File: config.mk
export PLATFORM = sky130hd
export DESIGN_NAME = skolem_sweep_ctrl
export DESIGN_NICKNAME = d
export VERILOG_FILES = /design/src/rtl/skolem_sweep_ctrl.sv
export SDC_FILE = /design/constraint.sdc
export NUM_CORES = 1
export LEC_CHECK = 0
export ABC_AREA = 1
export BUFFER_PORTS_ARGS = -buffer_cell sky130_fd_sc_hd__buf_2
export CORE_ASPECT_RATIO = 1.4
export CORE_MARGIN = 2
export CORE_UTILIZATION = 45
export CTS_CLUSTER_DIAMETER = 120
export DETAILED_ROUTE_END_ITERATION = 8
export GPL_ROUTABILITY_DRIVEN = 0
export GPL_TIMING_DRIVEN = 0
export HOLD_SLACK_MARGIN = 0.12
export PLACE_DENSITY = 0.71
export SETUP_SLACK_MARGIN = 0.2
export SLEW_MARGIN = 20
export SYNTH_ARGS = -nofsm -noshare
export SYNTH_HDL_FRONTEND = slang
export SYNTH_SLANG_ARGS = --single-unit
File: constraint.sdc
create_clock -name clk -period 3.4 [get_ports clk]
set_clock_uncertainty 0.2 [all_clocks]
set_input_delay 0.17 -clock clk [delete_from_list [all_inputs] [get_ports clk]]
set_output_delay 0.17 -clock clk [all_outputs]
set_load 0.005 [all_outputs]
File: src/rtl/skolem_sweep_ctrl.sv
`default_nettype none
// ============================================================================
// Module      : skolem_sweep_ctrl
// Description : Exhaustive-check sequencer for a candidate Skolem netlist.
//               It drives all 2^N_IN universal-input assignments, one per
//               cycle. Each assignment is checked against an external
//               specification bit, with the netlist latency LAT absorbed by
//               an alignment shift register. The block counts failures and
//               captures the first counterexample.
// Ports       : clk, rst          - clock, synchronous active-high reset
//               start             - begin a sweep (accepted only in IDLE)
//               stop_on_fail      - latched with start; end at first failure
//               x_out             - assignment driven to the netlist
//               y_in, spec_ok     - netlist outputs / spec result, LAT late
//               busy, done        - sweep in progress / results-final pulse
//               pass, fail_cnt    - verdict and failure count of last sweep
//               first_x, first_y  - first counterexample
//               first_vld         - first_x/first_y hold a captured failure
// Revision    : 1.0 - initial release
// ============================================================================
module skolem_sweep_ctrl #(
    parameter int N_IN  = 5,
    parameter int N_OUT = 2,
    parameter int LAT   = 0
) (
    input  logic             clk,
    input  logic             rst,
    input  logic             start,
    input  logic             stop_on_fail,
    output logic [N_IN-1:0]  x_out,
    input  logic [N_OUT-1:0] y_in,
    input  logic             spec_ok,
    output logic             busy,
    output logic             done,
    output logic             pass,
    output logic [N_IN:0]    fail_cnt,
    output logic [N_IN-1:0]  first_x,
    output logic [N_OUT-1:0] first_y,
    output logic             first_vld
);

    typedef enum logic [1:0] {
        S_IDLE  = 2'd0,
        S_SWEEP = 2'd1,
        S_DRAIN = 2'd2,
        S_DONE  = 2'd3
    } state_t;

    state_t          r_state;
    state_t          w_state_nxt;
    logic [N_IN-1:0] r_cnt;
    logic            r_stop;

    logic            w_issue;
    logic            w_accept;
    logic            w_cnt_last;
    logic            w_al_vld;
    logic [N_IN-1:0] w_al_x;
    logic            w_drain_last;
    logic            w_fail;

    assign w_issue    = (r_state == S_SWEEP);
    assign w_accept   = (r_state == S_IDLE) && start;
    assign w_cnt_last = (r_cnt == {N_IN{1'b1}});

    // Checks are only meaningful while issues can still be in flight; once in
    // DONE (e.g. after an early stop) anything left in the pipe is discarded.
    assign w_fail = w_al_vld && !spec_ok &&
                    ((r_state == S_SWEEP) || (r_state == S_DRAIN));

    generate
        if (LAT == 0) begin : g_comb
            // Combinational netlist: the issue is checked in its own cycle.
            assign w_al_vld     = w_issue;
            assign w_al_x       = r_cnt;
            assign w_drain_last = 1'b1;
        end else begin : g_pipe
            localparam int DW = (LAT > 1) ? $clog2(LAT) : 1;

            logic [LAT-1:0]  r_vld;
            logic [N_IN-1:0] r_xs [LAT];
            logic [DW-1:0]   r_drain;

            // Alignment register: tag each issue with its x so the check
            // LAT cycles later knows which assignment the result belongs to.
            // Cleared on start so leftovers of an early-stopped sweep never
            // leak into the next one.
            always_ff @(posedge clk) begin
                if (rst || w_accept) begin
                    r_vld <= '0;
                    for (int i = 0; i < LAT; i++) r_xs[i] <= '0;
                end else begin
                    r_vld[0] <= w_issue;
                    r_xs[0]  <= w_issue ? r_cnt : '0;
                    for (int i = 1; i < LAT; i++) begin
                        r_vld[i] <= r_vld[i-1];
                        r_xs[i]  <= r_xs[i-1];
                    end
                end
            end

            always_ff @(posedge clk) begin
                if (rst || (r_state != S_DRAIN)) r_drain <= '0;
                else                             r_drain <= r_drain + 1'b1;
            end

            assign w_al_vld     = r_vld[LAT-1];
            assign w_al_x       = r_xs[LAT-1];
            assign w_drain_last = (r_drain == DW'(LAT - 1));
        end
    endgenerate

    always_comb begin
        w_state_nxt = r_state;
        case (r_state)
            S_IDLE: begin
                if (start) w_state_nxt = S_SWEEP;
            end
            S_SWEEP: begin
                if (w_fail && r_stop) w_state_nxt = S_DONE;
                else if (w_cnt_last)  w_state_nxt = (LAT == 0) ? S_DONE : S_DRAIN;
            end
            S_DRAIN: begin
                if ((w_fail && r_stop) || w_drain_last) w_state_nxt = S_DONE;
            end
            S_DONE: begin
                w_state_nxt = S_IDLE;
            end
            default: w_state_nxt = S_IDLE;
        endcase
    end

    always_ff @(posedge clk) begin
        if (rst) begin
            r_state   <= S_IDLE;
            r_cnt     <= '0;
            r_stop    <= 1'b0;
            pass      <= 1'b0;
            fail_cnt  <= '0;
            first_x   <= '0;
            first_y   <= '0;
            first_vld <= 1'b0;
        end else begin
            r_state <= w_state_nxt;
            if (w_accept) begin
                r_cnt     <= '0;
                r_stop    <= stop_on_fail;
                pass      <= 1'b0;
                fail_cnt  <= '0;
                first_x   <= '0;
                first_y   <= '0;
                first_vld <= 1'b0;
            end else begin
                if (w_issue) r_cnt <= r_cnt + 1'b1;
                if (w_fail) begin
                    fail_cnt <= fail_cnt + 1'b1;
                    if (!first_vld) begin
                        first_x   <= w_al_x;
                        first_y   <= y_in;
                        first_vld <= 1'b1;
                    end
                end
                // Verdict is formed on the way into DONE so it already
                // reflects a failure checked in the final checking cycle.
                if (w_state_nxt == S_DONE) pass <= (fail_cnt == '0) && !w_fail;
            end
        end
    end

    assign x_out = (r_state == S_SWEEP) ? r_cnt : '0;
    assign busy  = (r_state == S_SWEEP) || (r_state == S_DRAIN);
    assign done  = (r_state == S_DONE);

endmodule
`default_nettype wire

After elaboration in Yosys (flattened, before gate mapping):

Cells that the tools add are included.

* flip-flop bits (word level): 23
* logic and storage cells: 33
* bits of input ports: 7
* output and inout port bits: 22

* bitwise operators: 1
* add/subtract/negate cells: 2
* equality and inequality tests: 5
* mux-type cells: 5
* reductions and logical operators: 12

Operators by type and width (number)
* one-hot mux 2 bit (4 select lines): 1
* adder 6 x 1 -> 6 bit (second input constant): 1
* == test 2 bit (second input constant): 3
* zero test 6 bit: 1
* 2-to-1 mux 2 bit: 3
* adder 5 x 1 -> 5 bit (second input constant): 1
* == test 5 bit (second input constant): 1
* logical AND 1 bit: 5
* 2-to-1 mux 5 bit: 1
* == test 2 x 1 -> 1 bit (second input constant): 1
* zero test 1 bit: 2
* zero test 2 bit: 1
* AND reduction 2 bit: 1
* OR reduction 2 bit: 1
* logical OR 1 bit: 1
* NOT 1 bit: 1

Depth between registers and ports, before layout:

* depth in word-level cells: 7
* mapped depth: 11
* mapped depth without buffers: 11

Least setup slack after synthesis:

No wires, ideal clock.

* path type: register to register
* start point: reg r_cnt[0]
* end point: reg pass
* required time: 3.085 ns
* setup time: 0.115 ns
* slack: 1.798 ns
* cell stages (with the launch flop): 11
* clock period less this slack: 1.602 ns
* data arrival time: 1.287 ns
* path buffers: 0
* cells stage by stage: dfxtp_1 -> ha_1 -> inv_1 -> nor3_1 -> ha_1 -> o21ai_0 -> nand3_1 -> nand2_1 -> nand2_1 -> a21oi_1 -> nor2_1

* longest elaborated chain between the ends: 5

Ends and longest elaborated chain
* start, declared: RTL line 51 `logic [N_IN-1:0] r_cnt;`
* start signal, assigned: RTL line 154 `if (w_issue) r_cnt <= r_cnt + 1'b1;`
* == test 5 bit: RTL line 64 `assign w_cnt_last = (r_cnt == {N_IN{1'b1}});`
* 2-to-1 mux 2 bit: RTL line 121 `else if (w_cnt_last) w_state_nxt = (LAT == 0) ? S_DONE : S_DRAIN;`
* 2-to-1 mux 2 bit: RTL line 120 `if (w_fail && r_stop) w_state_nxt = S_DONE;`
* one-hot mux 2 bit (4 select lines): RTL line 115 `case (r_state)`
* == test 2 bit: RTL line 165 `if (w_state_nxt == S_DONE) pass <= (fail_cnt == '0) && !w_fail;`
* end signal, assigned: RTL line 165
* end, declared: RTL line 35 `output logic pass,`

No other way between the ends.
A chain may end at the register's enable or synchronous reset.

Final worst setup path:

* start point: reg r_state[1]
* end point: reg first_y[1]

* longest elaborated chain between the ends: 4
* elaborated cells on any way between the ends: 9
* classes of those cells: eq/ne (2); reduce/logical (7)

Ends and longest elaborated chain
* start, declared: RTL line 49 `state_t r_state;`
* start signal, assigned: RTL line 144 `r_state <= w_state_nxt;`
* == test 2 x 1 -> 1 bit or == test 2 bit (tied branches): RTL line 62, 69
* logical AND 1 bit or logical OR 1 bit (tied branches): RTL line 68, 69
* logical AND 1 bit: RTL line 68 `assign w_fail = w_al_vld && !spec_ok &&`
* AND reduction 2 bit (no line)
* end signal, assigned: RTL line 159 `first_y <= y_in;`
* end, declared: RTL line 38 `output logic [N_OUT-1:0] first_y,`

Several ways; a longest one is shown, not always the timed one.

==> results.sh <==
export IMPL_outcome="completed"
export IMPL_postPlaceCellArea_mm2=0.00126
export IMPL_gr_total_overflow=0
export IMPL_worstPathMaxFanout=10
export IMPL_path_clk_slew_ps=130
export IMPL_tritoncts="built"
export IMPL_row_count=21
export IMPL_ant_nets=0
export IMPL_port_buffers=28
export IMPL_clk_latency_ps=310
export IMPL_synthAdderAreaFrac_pct=10.3
export IMPL_fp_dieH_um=62.4
export IMPL_diodes=0
export IMPL_die_width_um=45.7
export IMPL_grt_total_usage_pct=17.2
export IMPL_power_frac_seq_pct=58.2
export IMPL_worst_pin_slew_ps=272
export IMPL_p_per_area_mw_per_mm2=354
export IMPL_switchingPower_mw=0.134
export IMPL_syn_to_final_growth_pct=25.2
export IMPL_fin_area_mm2=0.00137
export IMPL_slew_headroom_pct=81.8
export IMPL_hold_viol_final=0
export IMPL_avgViaCountPerCell=5.11
export IMPL_antenna_found_initial=0
export IMPL_period_minus_slack_ps=2060
export IMPL_drt_wl_total_um=2240
export IMPL_num_io_pins=29
export IMPL_synth_top_family_by_area="simple AND/OR/NAND/NOR gates"
export IMPL_cts_max_level=1
export IMPL_p_leak_nw=0.664
export IMPL_synthSimpleGateAreaFrac_pct=24.0
export IMPL_p_clk_share_pct=26.2
export IMPL_drtIter0Drc=18
export IMPL_cts_made_buffers=3
export IMPL_grt_pass1_vias=1003
export IMPL_fmax_mhz=485
export IMPL_intPower_mw=0.351
export IMPL_final_setup_tns_ps=0
export IMPL_grt_start_max_net_pins=14
export IMPL_sw_frac_of_total_pct=27.7
export IMPL_synth_area_top_cells="dfxtp_1, ha_1, nand2_1"
export IMPL_yosysTopAreaCell="dfxtp_1"
export IMPL_crit_arrival_ps=2110
export IMPL_cp_required_ps=3450
export IMPL_clock_sinks=23
export IMPL_initial_core_util_pct=46.3
export IMPL_post_cts_setup_buffers=0
export IMPL_first_pass_iters=4
export IMPL_peakVddDrop_uv=245
export IMPL_pwr_share_comb_pct=15.7
export IMPL_hp_class="reg -> reg"
export IMPL_yosysTopAreaCellShare_pct=42.0
export IMPL_synth_seq_cells=23
export IMPL_hpwl_um=1640
export IMPL_hold_slack_ps=265
export IMPL_yosysSeqAreaShare_pct=42.0
export IMPL_drive_gt1_share_pct=21.7
export IMPL_drc=0
export IMPL_nets=201
export IMPL_die_area_mm2=0.00285
export IMPL_synth_mux_area_share_pct=0
export IMPL_cts_resized=0
export IMPL_syn_area_mm2=0.00110
export IMPL_grt_first_pass_wirelength_um=3860
export IMPL_avgSynthCellArea_um2=7.61
export IMPL_synth_nets=160
export IMPL_rsz0062_at_grt="no"
export IMPL_syn_inst=144
export IMPL_synth_compound_area_share_pct=12.6
export IMPL_slew_viol_final=0
export IMPL_yosysUniqueCellTypes=21
export IMPL_cts_path_max_buffers=2
export IMPL_synth_xor_area_share_pct=0.799
export IMPL_finalCritPeriodShare_pct=60.6
export IMPL_yosysWarningCount=0
export IMPL_core_area_mm2=0.00236
export IMPL_vias=1057
export IMPL_worst_setup_path_end_kind="flop"
export IMPL_cts_root_buf="clkbuf_4"
export IMPL_path_class="reg -> reg"
export IMPL_maxCapViolations=0
export IMPL_setup_viol=0
export IMPL_wl_per_cell_um=10.8
export IMPL_critPathLaunchType="flop"
## layout make-up
| class | count | area [um2] |
|---|---|---|
| Clock buffer | 3 | 22.5 |
| Fill cell | 234 | 992 |
| Tap cell | 23 | 28.8 |
| Buffer | 3 | 23.8 |
| Inverter | 24 | 90.1 |
| Clock inverter | 1 | 5.00 |
| Multi-Input combinational cell | 94 | 522 |
| Timing Repair Buffer | 36 | 220 |
| Sequential cell | 23 | 460 |
## worst paths after layout
| check | start | endpoint | slack, ps | cells past startpoint |
|---|---|---|---|---|
| worst max-delay path | r_state[1] | first_y[1] | 1340 | 8 |
| worst min-delay path | first_x[1] | first_x[1] | 270 | 2 |
| worst max register to register | r_state[1] | first_y[1] | 1340 | 8 |
| worst min register to register | first_x[1] | first_x[1] | 270 | 2 |
## layer usage
metal  part of all wire (%)  track usage (%)
met5                      0                0
met4                   0.45             4.64
met3                    3.9             2.60
met2                     53             32.6
met1                     43             18.4
## cells in the mapped netlist, drive strengths merged
library cell	n
a21oi	19
a31oi	2
buf	3
clkinv	1
dfxtp	23
ha	9
inv	23
nand2	28
nand3	13
nand4	1
nor2	9
nor3	6
o21ai	6
xnor2	1
## registers in the layout (all words and copies together), names as in the netlist
register / flops
pass: 1
first_y: 2
fail_cnt: 6
r_state: 2
r_cnt: 5
r_stop: 1
first_x: 5
first_vld: 1
## cells in the final DEF, fill, tap and decap left out
master,instances
a31oi_1,2
dfxtp_1,23
buf_4,1
nand4_1,1
inv_1,22
xnor2_1,1
nor2_2,1
o21ai_0,5
o21ai_1,1
clkinv_1,1
nand3_1,12
nand3_2,1
nand2_1,28
ha_1,9
inv_2,1
clkbuf_4,3
dlygate4sd3_1,8
clkinv_2,1
a21oi_1,19
nor2_1,6
buf_2,29
nor3_1,6
buf_6,1
nor2_4,2
## power by group through the flow
stage | combinational (mW) | sequential (mW) | clock (mW)
finish | 0.0761 | 0.282 | 0.127
global route | 0.0870 | 0.284 | 0.143
CTS | 0.0766 | 0.282 | 0.129
detailed placement | 0.0692 | 0.288 | 0
global placement | 0.0673 | 0.288 | 0
floorplan | 0.0477 | 0.287 | 0
## logic make-up after synthesis
| family | after synthesis |
|---|---|
| compound gates | 27 |
| xor+xnor | 1 |
| fa+ha+maj | 9 |
| buf+inv | 27 |
| flops | 23 |
| simple gates | 57 |
## worst max-delay path, cell delays in order, from the launching register on
cell	delay (ps)
dfxtp_1	370
inv_1	110
ha_1	210
inv_2	80
nor2_4	110
buf_6	150
nand3_1	70
dlygate4sd3_1	560
a21oi_1	140
## stage by stage
step	total power [mW]	std cells	util [%]	setup slack [ps]
global placement	0.355	195	53.5	1640
floorplan	0.335	144	-	1800
CTS	0.488	207	58.0	1330
detailed placement	0.358	195	53.5	1630
global route	0.513	207	58.0	1190
finish	0.485	207	58.0	1340
## repair_timing
item,in CTS,in global routing
hold buffers,8,0
hold endpoints to repair,19,0
endpoints found under the setup margin,0,0
No activity file was read; power rests on OpenSTA's default activity.
